File: config.mk
export PLATFORM = sky130hd
export DESIGN_NAME = wb_b3_burst_master
export DESIGN_NICKNAME = d
export VERILOG_FILES = /design/src/rtl/wb_b3_burst_master.sv
export SDC_FILE = /design/constraint.sdc
export NUM_CORES = 1
export LEC_CHECK = 0
export CAP_MARGIN = 20
export CELL_PAD_IN_SITES_DETAIL_PLACEMENT = 2
export CELL_PAD_IN_SITES_GLOBAL_PLACEMENT = 2
export CORE_MARGIN = 5
export CORE_UTILIZATION = 39
export CTS_CLUSTER_DIAMETER = 200
export DETAILED_ROUTE_END_ITERATION = 10
export GPL_ROUTABILITY_DRIVEN = 0
export PLACE_DENSITY = 0.75
export SLEW_MARGIN = 10
export SYNTH_ARGS = -nofsm -noshare
export SYNTH_HDL_FRONTEND = slang
export SYNTH_SLANG_ARGS = --single-unit
File: constraint.sdc
create_clock -name wb_clk_i -period 3.85 [get_ports wb_clk_i]
set_input_delay 0.385 -clock wb_clk_i [delete_from_list [all_inputs] [get_ports wb_clk_i]]
set_output_delay 0.385 -clock wb_clk_i [all_outputs]
set_load 0.02 [all_outputs]
File: src/rtl/wb_b3_burst_master.sv
// Wishbone B3 burst master: turns a line request into a classic single cycle or an
// incrementing/wrapping registered-feedback burst, buffering write lines up front.
module wb_b3_burst_master #(
    parameter int dw        = 32,
    parameter int aw        = 32,
    parameter int max_beats = 16
) (
    input  logic          wb_clk_i,
    input  logic          wb_rst_i,
    input  logic          req_valid_i,
    output logic          req_ready_o,
    input  logic [aw-1:0] req_adr_i,
    input  logic          req_we_i,
    input  logic [4:0]    req_len_i,
    input  logic          req_wrap_i,
    input  logic [3:0]    req_sel_i,
    input  logic          wdat_valid_i,
    output logic          wdat_ready_o,
    input  logic [dw-1:0] wdat_i,
    output logic          rdat_valid_o,
    output logic [dw-1:0] rdat_o,
    output logic          done_o,
    output logic          err_o,
    output logic [aw-1:0] wbm_adr_o,
    output logic [dw-1:0] wbm_dat_o,
    output logic [3:0]    wbm_sel_o,
    output logic          wbm_we_o,
    output logic          wbm_cyc_o,
    output logic          wbm_stb_o,
    output logic [2:0]    wbm_cti_o,
    output logic [1:0]    wbm_bte_o,
    input  logic [dw-1:0] wbm_dat_i,
    input  logic          wbm_ack_i,
    input  logic          wbm_err_i,
    input  logic          wbm_rty_i
);
    localparam int bw = $clog2(max_beats);

    // Handshakes: a transfer happens on a rising clock edge where valid and ready are both high;
    // ready never depends combinationally on valid.
    typedef enum logic [2:0] {IDLE, LOAD, BURST, RETRY, FIN} state_t;
    state_t state, state_nxt;

    logic [aw-1:0] adr_q;
    logic          we_q, wrap_q, fail_q;
    logic [4:0]    len_q, beat_q, wptr_q;
    logic [3:0]    sel_q;
    logic [dw-1:0] line_buf [max_beats];

    logic req_fire, req_bad, wdat_fire, last_beat, last_word;
    logic bus_err, bus_rty, bus_ack, in_burst;
    logic [aw-1:0] offset, wrap_mask;

    assign req_fire  = req_valid_i & req_ready_o;
    assign wdat_fire = wdat_valid_i & wdat_ready_o;
    assign req_bad   = (req_len_i == 5'd0) || (req_len_i > 5'(max_beats)) ||
                       (req_wrap_i && !(req_len_i == 5'd4 || req_len_i == 5'd8 || req_len_i == 5'd16));
    assign last_beat = (beat_q == len_q - 5'd1);
    assign last_word = (wptr_q == len_q - 5'd1);
    assign in_burst  = (state == BURST);

    // Bus response priority: err, then rty, then ack; only the ack counts a beat.
    assign bus_err = in_burst & wbm_err_i;
    assign bus_rty = in_burst & ~wbm_err_i & wbm_rty_i;
    assign bus_ack = in_burst & ~wbm_err_i & ~wbm_rty_i & wbm_ack_i;

    always_ff @(posedge wb_clk_i) begin
        if (wb_rst_i) state <= IDLE;
        else          state <= state_nxt;
    end

    always_comb begin
        state_nxt = state;
        case (state)
            IDLE:    if (req_fire) state_nxt = req_bad ? FIN : (req_we_i ? LOAD : BURST);
            LOAD:    if (wdat_fire && last_word) state_nxt = BURST;
            BURST: begin
                if (bus_err)                    state_nxt = FIN;
                else if (bus_rty)               state_nxt = RETRY;
                else if (bus_ack && last_beat)  state_nxt = FIN;
            end
            RETRY:   state_nxt = BURST;
            FIN:     state_nxt = IDLE;
            default: state_nxt = IDLE;
        endcase
    end

    always_ff @(posedge wb_clk_i) begin
        if (wb_rst_i) begin
            adr_q        <= '0;
            we_q         <= 1'b0;
            wrap_q       <= 1'b0;
            fail_q       <= 1'b0;
            len_q        <= '0;
            sel_q        <= '0;
            beat_q       <= '0;
            wptr_q       <= '0;
            rdat_valid_o <= 1'b0;
            rdat_o       <= '0;
            done_o       <= 1'b0;
            err_o        <= 1'b0;
        end else begin
            rdat_valid_o <= bus_ack & ~we_q;
            if (bus_ack && !we_q) rdat_o <= wbm_dat_i;
            done_o <= (state == FIN);
            err_o  <= (state == FIN) & fail_q;
            if (req_fire) begin
                adr_q  <= req_adr_i & ~aw'(3);
                we_q   <= req_we_i;
                len_q  <= req_len_i;
                wrap_q <= req_wrap_i;
                sel_q  <= req_sel_i;
                fail_q <= req_bad;
                beat_q <= '0;
                wptr_q <= '0;
            end
            if (wdat_fire) wptr_q <= wptr_q + 5'd1;
            if (bus_err) fail_q <= 1'b1;
            if (bus_ack && !last_beat) beat_q <= beat_q + 5'd1;
        end
    end

    // Line storage carries no reset; it is only observed while a write burst is active.
    always_ff @(posedge wb_clk_i) begin
        if (wdat_fire) line_buf[wptr_q[bw-1:0]] <= wdat_i;
    end

    always_comb begin
        req_ready_o  = (state == IDLE);
        wdat_ready_o = (state == LOAD);
        wbm_cyc_o    = in_burst;
        wbm_stb_o    = in_burst;
        wbm_we_o     = in_burst & we_q;
        wbm_sel_o    = in_burst ? sel_q : 4'h0;
        wbm_dat_o    = (in_burst && we_q) ? line_buf[beat_q[bw-1:0]] : '0;
        offset       = aw'({beat_q, 2'b00});
        wrap_mask    = aw'({len_q, 2'b00}) - aw'(1);
        wbm_adr_o    = '0;
        wbm_cti_o    = 3'b000;
        wbm_bte_o    = 2'b00;
        if (in_burst) begin
            // Wrapping keeps the upper address bits and rolls the low bits within the line.
            if (wrap_q) wbm_adr_o = (adr_q & ~wrap_mask) | ((adr_q + offset) & wrap_mask);
            else        wbm_adr_o = adr_q + offset;
            if (len_q != 5'd1) wbm_cti_o = last_beat ? 3'b111 : 3'b010;
            if (wrap_q) begin
                case (len_q)
                    5'd4:    wbm_bte_o = 2'b01;
                    5'd8:    wbm_bte_o = 2'b10;
                    5'd16:   wbm_bte_o = 2'b11;
                    default: wbm_bte_o = 2'b00;
                endcase
            end
        end
    end
endmodule

==> key figures <==
Synth
  • Post-Syn Area per Cell: roughly 17 µm²
  • Count leader, synth: edfxtp_1
  • EDFF count, synth: 512
  • Syn. warnings: 0
  • #FFs+latches synth: roughly 610
  • Synth async-reset ratio: 0%
  • Yosys top cell by area: edfxtp_1
  • Main flop type after synthesis: edfxtp_1
  • Mapped cell area: ~0.024 mm²
  • Post-synth top area share: a little under two thirds
  • Post-synth top cells: 512 x edfxtp_1, 165 x nand2_1, 160 x mux4_2
  • Synth cell types: 55
  • Largest cells by area after synthesis: edfxtp_1 63%, mux4_2 15%, dfxtp_1 7.8%
  • Sequential-to-total area share from yosys stat: between 70 and 80%
  • Cells after synthesis: around 1.4k

Critical path
  • Critical R2R Launch: state[2]
  • CP endpoint kind: primary output
  • Worst path cell trace: buf_12, mux4_2, mux4_2, nor2b_1, clkdlybuf4s50_1
  • Buf/Inv on CP: 2
  • Critical path class: register to primary output
  • Worst path most repeated cell: mux4_2
  • CP Data Required Time: between 3000 and 4000 ps
  • CP peak stage delay: between 500 and 600 ps
  • CP max-delay cell: mux4_2
  • Crit Path Max Fanout: 58
  • Delay-heaviest family, CP: multiplexers
  • Crit start category: register
  • CP arrival: 3270 ps

Floorplanning
  • Die area: ~0.067 mm²
  • IO Count: ~230
  • Initial Util: 39.3%
  • Die width: 259 µm
  • # rows: 91
  • Core area: 0.0616 mm²
  • Die Ht: between 200 and 300 µm

CTS
  • CTS root buf: clkbuf_16
  • Worst-path clk slew: 60 ps
  • Clock Latency Late Sink: slightly above 600 ps
  • # hold bufs at CTS: 0
  • CTS buffer count: between 60 and 70
  • H-tree depth: 3
  • Clock Sinks: between 600 and 700
  • CTS tree: built
  • Clock Tree Buf Depth: 3

STA
  • Tmin final: around 3700 ps
  • RSZ-0062 raised after global routing: false
  • WHS: 341 ps
  • Fin. max-slew vios: 0
  • # setup viols final: 0
  • Worst Tran Pin Value: ~820 ps
  • Final Cycle Share: between 90% and 100%
  • Hold violation total from the final report: 0
  • Final TNS setup: 0 ps
  • Achievable Freq: between 0.2 and 0.3 GHz
  • Clock Skew: 20.9 ps
  • Slew headroom: between 40% and 50%

Layout
  • Final Net Count: 1767
  • Utilization after layout: 48.3%
  • Fin area: between 0.02 and 0.03 mm²
  • P&R area growth vs syn: 22.9%
  • Share of layout cells above drive strength 1: between 10% and 20%

GRT
  • GRT met2 Usage: 37.4%
  • Vias in the first global route: 15.6k
  • Initial antenna violation count: 2
  • First-pass GRT wire length: approximately 110000 µm
  • Gr ovfl total: 0
  • GRT met1 Usage: a little over a quarter
  • Tot GR Track Use: between 20% and 30%
  • Largest net degree at the start of global routing: 59
  • Met3 usage: around 5%
  • GR peak layer: met2

Power
  • Max IR drop VDD: roughly 0.30 mV
  • Total Power: 14.4 mW
  • P_leak: 9.32 nW
  • PwrDens: 484 mW/mm²

Placed design
  • Placed cell area: about 0.028 mm²
  • Post-DP HPWL: between 40000 and 50000 µm
  • IO Port Bufs: about 220

Outcome
  • Status: completed

Drt
  • Initial DRC count: around 1000
  • Total number of vias: approximately 14k
  • DR vias/cell: ~5.4
  • DRC violations left: 0
  • DRT Wirelength: ~70000 µm
  • Drt pass-1 iters: 4
  • Wire per inst: roughly 28 µm
  • ANT nets after route: 0

Hold path
  • Hold path start: req_adr_i[3]
  • Worst Hold Class: input pin to register

Run
  • Max_cap viols: 0
## layer usage
layer  part of all wire [%]  vias to the layer above
li1                       -                     5907
met1                     40                     7230
met2                     52                      409
met3                    5.8                       87
met4                    1.9                        2
met5                  0.016                        -
## state kept, by name, indices dropped and copies added (netlist names), named ones only
signal        count
beat_q            5
line_buf        512
done_o            1
err_o             1
we_q              1
len_q             5
fail_q            1
wptr_q            5
rdat_valid_o      1
state             3
adr_q            30
sel_q             4
wrap_q            1
rdat_o           32
## report_power, final
part / total, mW / switching [mW] / internal (mW)
sequential: 7.29 / 0.0886 / 7.20
combinational: 0.795 / 0.457 / 0.339
clock: 6.33 / 2.67 / 3.66
## path summary, 6_finish.rpt
path / end / slack (ps) / depth (start not counted)
worst min register to register: rdat_o[1] / 460 / 2
worst max register to register: line_buf[5][8] / 1230 / 5
worst max-delay path: wbm_dat_o[12] / 200 / 5
worst min-delay path: adr_q[3] / 340 / 3
## cell usage in the layout (no fill, tap or decap), types with 4 or more instances in the layout
master	count
nor2_4	12
dlymetal6s2s_1	8
nand4_1	9
xnor2_1	17
nand3_1	12
mux4_2	160
clkbuf_16	69
and3_1	7
ha_1	13
buf_12	6
nand2b_1	4
clkbuf_1	15
clkdlybuf4s50_1	209
dlygate4sd2_1	4
dfxtp_1	89
nor3_2	6
nand2_1	164
buf_4	37
clkinv_2	8
a21oi_1	85
o21ai_0	7
and2_1	11
bufinv_16	5
nor2b_1	36
inv_1	13
o211ai_1	9
edfxtp_1	512
nor3_1	9
nor2_1	43
a31oi_1	6
xor2_1	29
clkinv_1	13
## cells by family after synthesis
logic type | share of synthesized area, %
other | 0.0155
buffers and inverters | 1.92
adders and majority gates | 0.754
and+or+nand+nor | 6.47
DFF | 71.3
muxes | 14.9
AOI/OAI and AO/OA | 2.88
xor gates and xnor gates | 1.76
## final cells by class
type,instances,area (µm²)
antenna,1,2.50
clock buffer,85,1800
clock inverter,35,340
fill,5672,31800
inverter,14,52.6
multi-input combinational,684,6620
sequential,606,17300
tap,837,1050
timing repair buffer,265,2630
## metrics by stage
step                instances  setup WS, ps
finish                   2527           198
CTS                      2526          17.4
global route             2526          65.5
global placement         2406           568
floorplan                1394           162
detailed placement       2406           513
## tightest hold or removal path, cell delays in order
cell	delay, ps
clkdlybuf4s50_1	400
nand2_1	60
a21oi_1	50
## repair_timing
action,CTS,global route
setup buffers,0,0
resized for setup,5,10
setup endpoints to repair,12,12
(Power assumes the default switching activity.)
